## src/rtl/slink_bist_rx.sv

```systemverilog
`default_nettype none
// ============================================================================
//  Module   : slink_bist_rx
//  Purpose  : BIST checker at the receive side of the S-Link application
//             interface, the mirror of slink_bist_tx. It snoops packets
//             leaving LL RX, regenerates the expected header sequence and
//             payload pattern, counts mismatching headers/beats and clean
//             packets, and reports lock status to SW registers.
//  Ports    :
//    clk, reset (async, active-high)
//    swi_bist_en / swi_bist_reset      async SW controls, double-flopped here
//    swi_bist_mode_payload [3:0]       payload pattern select
//    swi_bist_mode_wc / _di            expect incrementing word_count / data_id
//    swi_bist_wc_min/max [15:0], swi_bist_di_min/max [7:0], swi_bist_seed [31:0]
//    sop, data_id[7:0], word_count[15:0]   LL RX header
//    valid, app_data[W-1:0]                LL RX payload beat (byte0 in [7:0])
//    bist_locked, bist_errors[15:0], bist_packets[15:0]
//    bist_err_exp/bist_err_act [W-1:0]     first-error beat capture
//  Config   : define SLINK_BIST_RX_ERR_CAPTURE_EN to build the first-error
//             capture registers; otherwise bist_err_exp/act are tied to 0.
//  Revision : 1.0 - initial release
// ============================================================================
module slink_bist_rx #(
  parameter int APP_DATA_WIDTH = 32,
  parameter int APP_DATA_BYTES = APP_DATA_WIDTH >> 3
) (
  input  logic                      clk,
  input  logic                      reset,
  input  logic                      swi_bist_en,
  input  logic                      swi_bist_reset,
  input  logic [3:0]                swi_bist_mode_payload,
  input  logic                      swi_bist_mode_wc,
  input  logic                      swi_bist_mode_di,
  input  logic [15:0]               swi_bist_wc_min,
  input  logic [15:0]               swi_bist_wc_max,
  input  logic [7:0]                swi_bist_di_min,
  input  logic [7:0]                swi_bist_di_max,
  input  logic [31:0]               swi_bist_seed,
  input  logic                      sop,
  input  logic [7:0]                data_id,
  input  logic [15:0]               word_count,
  input  logic                      valid,
  input  logic [APP_DATA_WIDTH-1:0] app_data,
  output logic                      bist_locked,
  output logic [15:0]               bist_errors,
  output logic [15:0]               bist_packets,
  output logic [APP_DATA_WIDTH-1:0] bist_err_exp,
  output logic [APP_DATA_WIDTH-1:0] bist_err_act
);

  // Payload pattern encodings shared with slink_bist_tx
  localparam logic [3:0]  c_payload_1010  = 4'd0;
  localparam logic [3:0]  c_payload_1100  = 4'd1;
  localparam logic [3:0]  c_payload_f0    = 4'd2;
  localparam logic [3:0]  c_payload_count = 4'd3;
  localparam logic [3:0]  c_payload_prbs9 = 4'd4;
  localparam logic [16:0] c_beat_bytes    = 17'(APP_DATA_BYTES);

  typedef enum logic [1:0] {
    ST_IDLE     = 2'd0,
    ST_WAIT_SOP = 2'd1,
    ST_PAYLOAD  = 2'd2
  } state_t;

  // One PRBS9 (x^9 + x^5 + 1) byte step: returns {next_reg, data_byte},
  // first generated bit lands in data bit 0.
  function automatic logic [16:0] prbs9_byte(input logic [8:0] prev);
    logic [8:0] r;
    logic [7:0] d;
    r = prev;
    d = '0;
    for (int b = 0; b < 8; b++) begin
      d[b] = r[8] ^ r[4];
      r    = {r[7:0], d[b]};
    end
    return {r, d};
  endfunction

  // --------------------------------------------------------------------------
  // SW control synchronisers
  // --------------------------------------------------------------------------
  logic r_en_ff1, r_en_ff2, r_rst_ff1, r_rst_ff2;

  always_ff @(posedge clk or posedge reset) begin
    if (reset) begin
      r_en_ff1  <= 1'b0;
      r_en_ff2  <= 1'b0;
      r_rst_ff1 <= 1'b0;
      r_rst_ff2 <= 1'b0;
    end else begin
      r_en_ff1  <= swi_bist_en;
      r_en_ff2  <= r_en_ff1;
      r_rst_ff1 <= swi_bist_reset;
      r_rst_ff2 <= r_rst_ff1;
    end
  end

  // --------------------------------------------------------------------------
  // Checker state
  // --------------------------------------------------------------------------
  state_t      r_state, w_state_nxt;
  logic [7:0]  r_exp_di;
  logic [15:0] r_exp_wc;
  logic [15:0] r_pkt_wc;
  logic [15:0] r_byte_cnt;
  logic [8:0]  r_prbs;
  logic        r_pkt_err;
  logic        r_locked;
  logic [15:0] r_errors;
  logic [15:0] r_packets;

  // A header arriving this cycle redefines the packet length and restarts
  // the byte count, so a same-cycle beat is checked against the new header.
  logic [15:0] w_wc, w_bcnt;
  assign w_wc   = sop ? word_count : r_pkt_wc;
  assign w_bcnt = sop ? 16'd0      : r_byte_cnt;

  // Expected beat and per-byte mismatch (only bytes inside word_count)
  logic [APP_DATA_WIDTH-1:0] w_exp_beat;
  logic [APP_DATA_BYTES-1:0] w_byte_bad;
  logic [8:0]                w_prbs_chain;
  logic [16:0]               w_prbs_step;
  logic [16:0]               w_pos;
  logic [7:0]                w_exp_byte;

  always_comb begin
    w_prbs_chain = r_prbs;
    w_prbs_step  = '0;
    w_pos        = '0;
    w_exp_byte   = '0;
    w_exp_beat   = '0;
    w_byte_bad   = '0;
    for (int i = 0; i < APP_DATA_BYTES; i++) begin
      w_pos = {1'b0, w_bcnt} + 17'(i);
      case (swi_bist_mode_payload)
        c_payload_1010:  w_exp_byte = 8'hAA;
        c_payload_1100:  w_exp_byte = 8'hCC;
        c_payload_f0:    w_exp_byte = 8'hF0;
        c_payload_count: w_exp_byte = w_pos[7:0];
        c_payload_prbs9: begin
          // Chain runs over every byte of the beat, including ignored tail
          // bytes, so it stays in step with the transmitter.
          w_prbs_step  = prbs9_byte(w_prbs_chain);
          w_exp_byte   = w_prbs_step[7:0];
          w_prbs_chain = w_prbs_step[16:8];
        end
        default:         w_exp_byte = 8'hD0;
      endcase
      w_exp_beat[8*i +: 8] = w_exp_byte;
      w_byte_bad[i] = (w_pos < {1'b0, w_wc}) && (app_data[8*i +: 8] != w_exp_byte);
    end
  end

  // --------------------------------------------------------------------------
  // FSM: state register + next-state / event decode
  // --------------------------------------------------------------------------
  logic w_init, w_hdr, w_hdr_err, w_beat, w_beat_err, w_trunc, w_stray;
  logic w_pkt_done, w_pkt_bad, w_err_any;

  always_ff @(posedge clk or posedge reset) begin
    if (reset) r_state <= ST_IDLE;
    else       r_state <= w_state_nxt;
  end

  always_comb begin
    w_state_nxt = r_state;
    w_init      = 1'b0;
    w_hdr       = 1'b0;
    w_hdr_err   = 1'b0;
    w_beat      = 1'b0;
    w_beat_err  = 1'b0;
    w_trunc     = 1'b0;
    w_stray     = 1'b0;
    w_pkt_done  = 1'b0;
    w_pkt_bad   = r_pkt_err;
    if (r_rst_ff2 || !r_en_ff2) begin
      w_state_nxt = ST_IDLE;
    end else begin
      case (r_state)
        ST_IDLE: begin
          w_state_nxt = ST_WAIT_SOP;
          w_init      = 1'b1;
        end
        ST_WAIT_SOP, ST_PAYLOAD: begin
          if (sop) begin
            w_trunc   = (r_state == ST_PAYLOAD);
            w_hdr     = 1'b1;
            w_hdr_err = (data_id != r_exp_di) || (word_count != r_exp_wc);
            w_pkt_bad = w_hdr_err;
            if (word_count == 16'd0) begin
              w_pkt_done  = 1'b1;
              w_state_nxt = ST_WAIT_SOP;
              w_stray     = valid;
            end else begin
              w_state_nxt = ST_PAYLOAD;
              w_beat      = valid;
            end
          end else if (r_state == ST_PAYLOAD) begin
            w_beat = valid;
          end else begin
            w_stray = valid;
          end
          if (w_beat) begin
            w_beat_err = |w_byte_bad;
            w_pkt_bad  = w_pkt_bad | w_beat_err;
            if (({1'b0, w_bcnt} + c_beat_bytes) >= {1'b0, w_wc}) begin
              w_pkt_done  = 1'b1;
              w_state_nxt = ST_WAIT_SOP;
            end
          end
        end
        default: w_state_nxt = ST_IDLE;
      endcase
    end
    // At most one error count per cycle whatever combination occurred
    w_err_any = w_hdr_err | w_trunc | w_stray | w_beat_err;
  end

  // --------------------------------------------------------------------------
  // Datapath: expected header sequence, packet tracking, counters
  // --------------------------------------------------------------------------
  always_ff @(posedge clk or posedge reset) begin
    if (reset) begin
      r_exp_di   <= '0;
      r_exp_wc   <= '0;
      r_pkt_wc   <= '0;
      r_byte_cnt <= '0;
      r_prbs     <= '0;
      r_pkt_err  <= 1'b0;
      r_locked   <= 1'b0;
      r_errors   <= '0;
      r_packets  <= '0;
    end else if (r_rst_ff2) begin
      r_pkt_err  <= 1'b0;
      r_locked   <= 1'b0;
      r_errors   <= '0;
      r_packets  <= '0;
    end else begin
      if (w_init) begin
        r_exp_di <= swi_bist_di_min;
        r_exp_wc <= swi_bist_wc_min;
        r_prbs   <= swi_bist_seed[8:0];
      end
      if (w_hdr) begin
        r_pkt_wc   <= word_count;
        r_byte_cnt <= '0;
      end
      if (w_beat) begin
        r_byte_cnt <= w_bcnt + c_beat_bytes[15:0];
        r_prbs     <= w_prbs_chain;
      end
      if (w_hdr || w_beat) r_pkt_err <= w_pkt_bad;
      if (w_err_any && (r_errors != 16'hFFFF)) r_errors <= r_errors + 16'd1;
      if (w_pkt_done) begin
        if (!w_pkt_bad) begin
          r_locked <= 1'b1;
          if (r_packets != 16'hFFFF) r_packets <= r_packets + 16'd1;
        end
        if (swi_bist_mode_di)
          r_exp_di <= (r_exp_di == swi_bist_di_max) ? swi_bist_di_min : r_exp_di + 8'd1;
        if (swi_bist_mode_wc)
          r_exp_wc <= (r_exp_wc == swi_bist_wc_max) ? swi_bist_wc_min : r_exp_wc + 16'd1;
      end
    end
  end

  assign bist_locked  = r_locked;
  assign bist_errors  = r_errors;
  assign bist_packets = r_packets;

  logic w_unused_seed;
  assign w_unused_seed = ^swi_bist_seed[31:9];

  // --------------------------------------------------------------------------
  // First-error capture
  // --------------------------------------------------------------------------
`ifdef SLINK_BIST_RX_ERR_CAPTURE_EN
  logic                      r_cap_valid;
  logic [APP_DATA_WIDTH-1:0] r_cap_exp, r_cap_act;

  always_ff @(posedge clk or posedge reset) begin
    if (reset) begin
      r_cap_valid <= 1'b0;
      r_cap_exp   <= '0;
      r_cap_act   <= '0;
    end else if (r_rst_ff2) begin
      r_cap_valid <= 1'b0;
      r_cap_exp   <= '0;
      r_cap_act   <= '0;
    end else if (w_beat_err && !r_cap_valid) begin
      r_cap_valid <= 1'b1;
      r_cap_exp   <= w_exp_beat;
      r_cap_act   <= app_data;
    end
  end

  assign bist_err_exp = r_cap_exp;
  assign bist_err_act = r_cap_act;
`else
  logic w_unused_cap;
  assign w_unused_cap = ^w_exp_beat;
  assign bist_err_exp = '0;
  assign bist_err_act = '0;
`endif

endmodule
`default_nettype wire

```

## config.mk

```make
export PLATFORM = sky130hd
export DESIGN_NAME = slink_bist_rx
export DESIGN_NICKNAME = d
export VERILOG_FILES = /design/src/rtl/slink_bist_rx.sv
export SDC_FILE = /design/constraint.sdc
export NUM_CORES = 1
export LEC_CHECK = 0
export ABC_AREA = 0
export CAP_MARGIN = 0
export CELL_PAD_IN_SITES_DETAIL_PLACEMENT = 1
export CELL_PAD_IN_SITES_GLOBAL_PLACEMENT = 2
export CORE_ASPECT_RATIO = 0.6
export CORE_MARGIN = 3
export CORE_UTILIZATION = 33
export CTS_BUF_LIST = sky130_fd_sc_hd__clkbuf_4 sky130_fd_sc_hd__clkbuf_8 sky130_fd_sc_hd__clkbuf_16
export DETAILED_ROUTE_END_ITERATION = 7
export PLACE_DENSITY = 0.93
export SLEW_MARGIN = 0
export SYNTH_ARGS = -nofsm -noshare
export SYNTH_HDL_FRONTEND = slang
export SYNTH_SLANG_ARGS = --single-unit
```

## constraint.sdc

```tcl
create_clock -name clk -period 7.1 [get_ports clk]
set_input_delay 1.42 -clock clk [delete_from_list [all_inputs] [get_ports clk]]
set_output_delay 1.42 -clock clk [all_outputs]
set_load 0.02 [all_outputs]
```

==> results of run 1 <==
## sequential cells by signal, summed over array words and instances, names as in the netlist, 2 cells and up
name          count
r_pkt_wc         16
r_prbs            9
r_byte_cnt       16
r_exp_di          8
bist_packets     16
r_exp_wc         16
r_state           2
bist_errors      16
## cell usage after synthesis, types with 32 or more instances
library cell	n	area [um^2]
a21oi_1	69	345.3
xor2_1	63	551.8
xnor2_1	82	718.2
dfrtp_1	105	2628
nor2_1	109	409.1
nand3_1	70	350.3
nand4_1	32	200.2
o21ai_0	43	215.2
ha_1	88	1101
clkbuf_1	48	180.2
buf_4	74	555.5
nand2_1	103	386.6
inv_1	40	150.1
## metal layers
| layer | part of all wire | track usage | up-vias |
|---|---|---|---|
| met5 | 0 | 0 | - |
| met4 | 0.015 | 0.04776 | 0 |
| met3 | 0.077 | 0.05119 | 39 |
| met2 | 0.43 | 0.3387 | 324 |
| met1 | 0.47 | 0.3337 | 5470 |
| li1 | - | - | 5023 |
## power groups by stage
stage	Sequential (uW)	Clock [uW]	Combinational, uW
after floorplan	706	0	661
after global placement	780	0	826
after detailed placement	785	0	853
after CTS	774	540	859
after global routing	788	564	943
final	778	528	871
## per-stage QoR
| step | total power, uW | std cells | hold slack [ps] | setup WS [ps] | utilization |
|---|---|---|---|---|---|
| floorplan | 1367 | 1422 | 331.2 | 1205 | - |
| global placement | 1607 | 1919 | 332.8 | 629.3 | 0.3957 |
| detailed placement | 1638 | 1919 | 337.3 | 600.5 | 0.3957 |
| CTS | 2173 | 1935 | 355.5 | 965.0 | 0.4045 |
| global route | 2295 | 1935 | 357.6 | 609.2 | 0.4045 |
| finish | 2176 | 1935 | 353.9 | 875.9 | 0.4045 |
## cell type report
type,count,area (um^2),share of cell area
multi-input cells,1130,7893,0.5904
inverters,40,152.6,0.01142
clock inverters,7,63.81,0.004773
repair buffers,194,1844,0.1380
well taps,450,563.0,0.04212
flip-flops and latches,105,2628,0.1965
clock buffers,9,225.2,0.01685
## worst reg2reg max path, stage by stage (launching register included)
cell	delay, ps
dfrtp_1	630
nand2b_1	290
inv_1	150
ha_1	180
nand3_1	170
buf_4	240
nor3_1	460
xor2_1	440
ha_1	330
a21o_1	170
a221oi_1	270
o21ai_0	150
nand2_1	90
a31oi_1	170
o211a_1	340
nor2_1	830
buf_4	310
nor4_1	60
o21a_1	180
## cell families (layout without fill, tap and decap cells)
family | count (synthesis) | in the layout | synth area share
simple gates | 477 | 477 | 0.2162
other cells | 1 | 64 | 0.0003322
fa+ha+maj | 88 | 88 | 0.09754
mux | 52 | 52 | 0.04921
flops | 105 | 105 | 0.2328
xor+xnor | 156 | 156 | 0.1340
buf+inv | 187 | 250 | 0.09022
compound gates | 293 | 293 | 0.1797
## worst max-delay path by stage
stage                     from                      endpoint  slack, ps  depth (start not counted)
after floorplan            sop   bist_packets[8]$_DFFE_PP0P_       1200                         25
after CTS                  sop  bist_packets[12]$_DFFE_PP0P_        960                         22
after detailed placement   sop  bist_packets[12]$_DFFE_PP0P_        600                         22
after global routing       sop  bist_packets[11]$_DFFE_PP0P_        610                         22
after global placement     sop   bist_packets[9]$_DFFE_PP0P_        630                         22
final                      sop  bist_packets[12]$_DFFE_PP0P_        880                         22
==> qor.yml, run 1 <==
worst_setup_path:
  path_class: "input pin to flop"
  r2r_end: "bist_packets[4]$_DFFE_PP0P_"
  worstSetupEndpointType: "flop"
  critPathSlowestCell: "ha_1"
  cp_data_arrival_time_ps: 6520
  reg2reg_depth: 18
  r2r_start: "r_byte_cnt[3]$_DFFE_PP0P_"
  cp_top_family: "simple AND/OR/NAND/NOR gates"
  cp_common_cell: "buf_4"
  cp_num_buf_inv: 5
  start_kind: "input pin"
  cpPeakStageDelay_ps: 520
  crit_path_max_fanout: 32
  worstPathRequired_ps: 7400
  path_cells: "buf_2 -> buf_4 -> nand2b_1 -> inv_1 -> ha_1 -> nand2_1 -> nor4_1 -> buf_4 -> nand2_1 -> xor2_1 -> nor2_1 -> ha_1 -> nand4_1 -> o221ai_1 -> o221ai_1 -> a21oi_1 -> a211o_2 -> o211a_4 -> a21oi_2 -> buf_4 -> or4_1 -> a21oi_1"
  reg2reg_setup_slack_ps: 1570
detailed_routing:
  first_iter_violations: 933
  wl_per_cell_um: 21.72
  wl_mm: 42.03
  vias_per_cell: 5.610
  drc: 0
  drtPass1Iterations: 5
  vias: 10860
  ant_nets: 0
power_and_ir_drop:
  p_seq_frac: 0.358
  internal_power_uw: 1295
  p_comb_frac: 0.400
  clkPwrFrac: 0.242
  p_per_area_nw_per_um2: 162.8
  switching_share: 0.4050
  power_leakage_uw: 0.005818
  ir_worst_vdd_v: 0.0001139
  p_sw_uw: 881.4
timing:
  rsz0062_at_grt: "no"
  hold_viol: 0
  finalCritPeriodShare: 0.8766
  finalSetupViolations: 0
  slew_headroom: 0.2737
  period_minus_slack_ps: 6224
  tightest_slew_ps: 1085
  maxClockFrequency_mhz: 160.7
  fin_skew_ps: 16.48
  drv_slew: 0
  tns_ps: 0
cells_and_area:
  syn_to_final_growth_pct: 18.43
  fillers: 3981
  final_design_area_no_fill_um2: 13370
  drive_gt1_frac: 0.07475
  diodes: 0
  final_cell_mix: "clkdlybuf4s50_1, nor2_1, dfrtp_1"
  final_common_cell: "clkdlybuf4s50_1"
  nNetsFinal: 1716
logic_synthesis:
  async_flop_share: 1.000
  synth-seq-cells: 105
  ys_seq_area_frac: 0.2328
  synthesis.area_um2: 11290
  yosys_warnings: 0
  synth_enable_flop_cells: 0
  yosys.cell_types.count: 89
  synth.avg_cell_area_um2: 8.306
  synth-main-ff-cell: "dfrtp_1"
  netlist_instances: 1359
place:
  routabilityCongestion: 0.9414
  dpl.hpwl_mm: 33.81
  portBuffers: 157
  dpl_cell_area_um2: 13080
global_route:
  grt_pass1_vias: 10910
  track_usage: 0.2271
  grt_first_pass_wirelength_mm: 64.44
  grt.overflow.total: 0
  grt_max_degree: 57
  antenna_found_initial: 0
clocking:
  post_cts_resize_count: 0
  post_cts_buffers: 0
  cts_made_buffers: 9
  ctsLongestPathBuffers: 2
  cts_sinks: 105
  htreeDepth: 3
  hold_buffers: 0
  clk_latency_ps: 380
  cts.reportedPaths.clkPinSlew_ps: 80
  cts_tree: "yes"
  cts-root-buf: "clkbuf_16"
floorplan:
  coreArea_um2: 33050
  rows: 51
  initial_utilization: 0.3415
  die_y_um: 149.3
  dieWidth_um: 244.8
  dieArea_um2: 36540
  io_pins: 245
worst_hold_path:
  hold_class: "flop to flop"
  whs_path_depth: 0
  hold_end: "r_rst_ff2$_DFF_PP0_"
  min_from: "r_rst_ff1$_DFF_PP0_"
run:
  cap_violations: 0
outcome:
  outcome: "completed"
No activity file was read; power rests on OpenSTA's default activity.
==> run 2, diff against run 1 <==
--- a/config.mk
+++ b/config.mk
@@ -11,10 +11,10 @@
 export CELL_PAD_IN_SITES_GLOBAL_PLACEMENT = 2
 export CORE_ASPECT_RATIO = 0.6
 export CORE_MARGIN = 3
-export CORE_UTILIZATION = 33
+export CORE_UTILIZATION = 31
 export CTS_BUF_LIST = sky130_fd_sc_hd__clkbuf_4 sky130_fd_sc_hd__clkbuf_8 sky130_fd_sc_hd__clkbuf_16
 export DETAILED_ROUTE_END_ITERATION = 7
-export PLACE_DENSITY = 0.93
+export PLACE_DENSITY = 0.88
 export SLEW_MARGIN = 0
 export SYNTH_ARGS = -nofsm -noshare
 export SYNTH_HDL_FRONTEND = slang
==> constraint.sdc (replaced) <==
create_clock -name clk -period 6.8 [get_ports clk]
set_input_delay 1.36 -clock clk [delete_from_list [all_inputs] [get_ports clk]]
set_output_delay 1.36 -clock clk [all_outputs]
set_load 0.02 [all_outputs]
==> run 2 against run 1 <==
Effect of this change:
- power up 8.8%
- cell area is 0.78% higher
- sequential power grew 3.7%
- routed wire length rose by 1.2%
- clock skew rose by 2.1 ps
- largest cell class unchanged
- final cell count up 1.1%
- core utilization is 2.5 points lower
==> qor.yml, run 2 (same netlist as run 1, synthesis figures left out) <==
worst_setup_path:
  r2r_start: "r_byte_cnt[3]$_DFFE_PP0P_"  # unchanged
  path_cells: "buf_2 -> nand2b_1 -> inv_1 -> ha_1 -> nand3_1 -> nor4_2 -> and3_1 -> nand3_1 -> xor2_1 -> nor2_1 -> ha_1 -> nand2_1 -> nor2_1 -> nand4_1 -> nor3_1 -> nor3_1 -> a31oi_1 -> buf_4 -> o211ai_1 -> nand2_1 -> a21oi_1 -> a311oi_1"  # was buf_2 -> buf_4 -> nand2b_1 -> inv_1 -> ha_1 -> nand2_1 -> nor4_1 -> buf_4 -> nand2_1 -> xor2_1 -> nor2_1 -> ha_1 -> nand4_1 -> o221ai_1 -> o221ai_1 -> a21oi_1 -> a211o_2 -> o211a_4 -> a21oi_2 -> buf_4 -> or4_1 -> a21oi_1
  reg2reg_depth: 21  # was 18
  cp_top_family: "simple AND/OR/NAND/NOR gates"  # unchanged
  cpPeakStageDelay_ps: 530  # was 520 ps
  cp_num_buf_inv: 3  # was 5
  critPathSlowestCell: "nand2_1"  # was ha_1
  crit_path_max_fanout: 16  # was 32
  worstSetupEndpointType: "flop"  # unchanged
  path_class: "input pin to flop"  # unchanged
  reg2reg_setup_slack_ps: 1360  # was 1570 ps
  worstPathRequired_ps: 7070  # was 7400 ps
  r2r_end: "r_exp_wc[3]$_DFFE_PP0N_"  # was bist_packets[4]$_DFFE_PP0P_
  cp_data_arrival_time_ps: 6190  # was 6520 ps
  start_kind: "input pin"  # unchanged
power_and_ir_drop:
  p_per_area_nw_per_um2: 175.7  # was 162.8 nW/um^2
  ir_worst_vdd_v: 0.0001132  # was 0.0001139 V
  fin_total_pwr_uw: 2367  # was 2176 uW
  power_leakage_uw: 0.005857  # was 0.005818 uW
clocking:
  cts_tree: "yes"  # unchanged
  cts.reportedPaths.clkPinSlew_ps: 80  # about the same
  clk_latency_ps: 390  # was 380 ps
  post_cts_buffers: 0  # unchanged
  htreeDepth: 3  # unchanged
  hold_buffers: 0  # unchanged
  cts_made_buffers: 9  # unchanged
  cts-root-buf: "clkbuf_16"  # unchanged
  ctsLongestPathBuffers: 2  # unchanged
  post_cts_resize_count: 0  # unchanged
  cts_sinks: 105  # unchanged
worst_hold_path:
  hold_class: "flop to flop"  # unchanged
  hold_end: "r_rst_ff2$_DFF_PP0_"  # unchanged
  whs_path_depth: 0  # unchanged
  min_from: "r_rst_ff1$_DFF_PP0_"  # unchanged
timing:
  period_minus_slack_ps: 5914
  finalSetupViolations: 0  # unchanged
  drv_slew: 0  # unchanged
  tns_ps: 0  # unchanged
  fin_skew_ps: 18.61  # was 16.48 ps
  maxClockFrequency_mhz: 169.1
  hold_viol: 0  # unchanged
  rsz0062_at_grt: "no"  # unchanged
  slew_headroom: 0.3876  # was 0.2737
  finalCritPeriodShare: 0.8697
  tightest_slew_ps: 912.1  # was 1085 ps
cells_and_area:
  nNetsFinal: 1720  # was 1716
  drive_gt1_frac: 0.07723  # was 0.07475
  syn_to_final_growth_pct: 19.35  # was 18.43%
  final_common_cell: "clkdlybuf4s50_1"  # unchanged
  final_cell_mix: "clkdlybuf4s50_1, nor2_1, dfrtp_1"  # unchanged
  fillers: 4188  # was 3981
  seqCellArea_um2: 2628  # unchanged
  multiInputGateArea_um2: 7893  # unchanged
  diodes: 0  # unchanged
global_route:
  antenna_found_initial: 0  # unchanged
  grt_max_degree: 63  # was 57
  grt.overflow.total: 0  # unchanged
  grt_first_pass_wirelength_mm: 65.94  # was 64.44 mm
  grt_pass1_vias: 11080  # was 10910
  track_usage: 0.2179  # was 0.2271
floorplan:
  die_y_um: 153.8  # was 149.3 um
  dieWidth_um: 252.4  # was 244.8 um
  io_pins: 245  # unchanged
  coreArea_um2: 35480  # was 33050 um^2
  dieArea_um2: 38810  # was 36540 um^2
  rows: 53  # was 51
  initial_utilization: 0.3182  # was 0.3415
place:
  dpl.hpwl_mm: 34.40  # was 33.81 mm
  routabilityCongestion: 0.9199  # was 0.9414
  portBuffers: 157  # unchanged
detailed_routing:
  wl_mm: 42.56  # was 42.03 mm
  wl_per_cell_um: 21.76  # was 21.72 um
  vias: 10780  # was 10860
  drtPass1Iterations: 5  # unchanged
  ant_nets: 0  # unchanged
  drc: 0  # unchanged
  vias_per_cell: 5.511  # was 5.610
  first_iter_violations: 845  # was 933
outcome:
  outcome: "completed"  # unchanged
run:
  cap_violations: 0  # unchanged
run 2: cell count changes in the layout (fill, tap and decap cells not counted):
cell / before / now
clkbuf_4: 0 / 1
clkinv_2: 1 / 0
inv_6: 3 / 2
buf_12: 0 / 1
inv_8: 0 / 1
buf_4: 37 / 40
clkinv_8: 1 / 0
clkinv_4: 1 / 0
bufinv_16: 0 / 2
run 2: final cells by class:
cell class / count / area share
clock buffer: 10 / 0.01727
clock inverter: 6 / 0.007151
inverter: 40 / 0.01133
multi-input combinational: 1130 / 0.5858
sequential: 105 / 0.1950
tap: 467 / 0.04337
timing repair buffer: 198 / 0.1400
run 2: worst max-delay path by stage:
stage | from | endpoint | slack, ps | cells past startpoint
floorplan | sop | bist_packets[8]$_DFFE_PP0P_ | 960 | 25
global placement | sop | r_exp_wc[7]$_DFFE_PP0N_ | 770 | 22
detailed placement | sop | r_exp_wc[3]$_DFFE_PP0N_ | 620 | 22
CTS | sop | r_exp_wc[3]$_DFFE_PP0N_ | 980 | 22
global route | sop | r_exp_wc[3]$_DFFE_PP0N_ | 520 | 22
finish | sop | r_exp_wc[3]$_DFFE_PP0N_ | 890 | 22
run 2: per-layer routing:
metal | share of wire | up-vias | track usage
li1 | - | 5028 | -
met3 | 0.078 | 36 | 0.06069
met5 | 0 | - | 0
met1 | 0.49 | 5410 | 0.3218
met4 | 0.015 | 0 | 0.04964
met2 | 0.42 | 306 | 0.3121
run 2: metrics by stage:
stage	cell area, um^2	std cells	utilization	hold WS (ps)	setup WS [ps]
global placement	13140	1940	0.3705	339.6	766.4
finish	13470	1956	0.3798	352.6	886.3
detailed placement	13140	1940	0.3705	339.5	621.5
global route	13470	1956	0.3798	370.8	516.4
floorplan	11520	1422	-	331.2	964.5
CTS	13470	1956	0.3798	357.7	976.5
run 2: where the power goes:
group | internal (uW) | switching, uW | leakage, uW | total (uW)
logic | 409 | 535 | 0.00436 | 945
registers | 689 | 119 | 0.00133 | 807
clock network | 333 | 282 | 0.000159 | 615
total | 1430 | 936 | 0.00586 | 2370
==> run 3, diff against run 2 <==
--- a/config.mk
+++ b/config.mk
@@ -15,7 +15,7 @@
 export CTS_BUF_LIST = sky130_fd_sc_hd__clkbuf_4 sky130_fd_sc_hd__clkbuf_8 sky130_fd_sc_hd__clkbuf_16
 export DETAILED_ROUTE_END_ITERATION = 7
 export PLACE_DENSITY = 0.88
-export SLEW_MARGIN = 0
+export SLEW_MARGIN = 20
 export SYNTH_ARGS = -nofsm -noshare
 export SYNTH_HDL_FRONTEND = slang
 export SYNTH_SLANG_ARGS = --single-unit
==> results of run 3 <==
The final DEF is identical to that of run 2; final timing and power are the same.
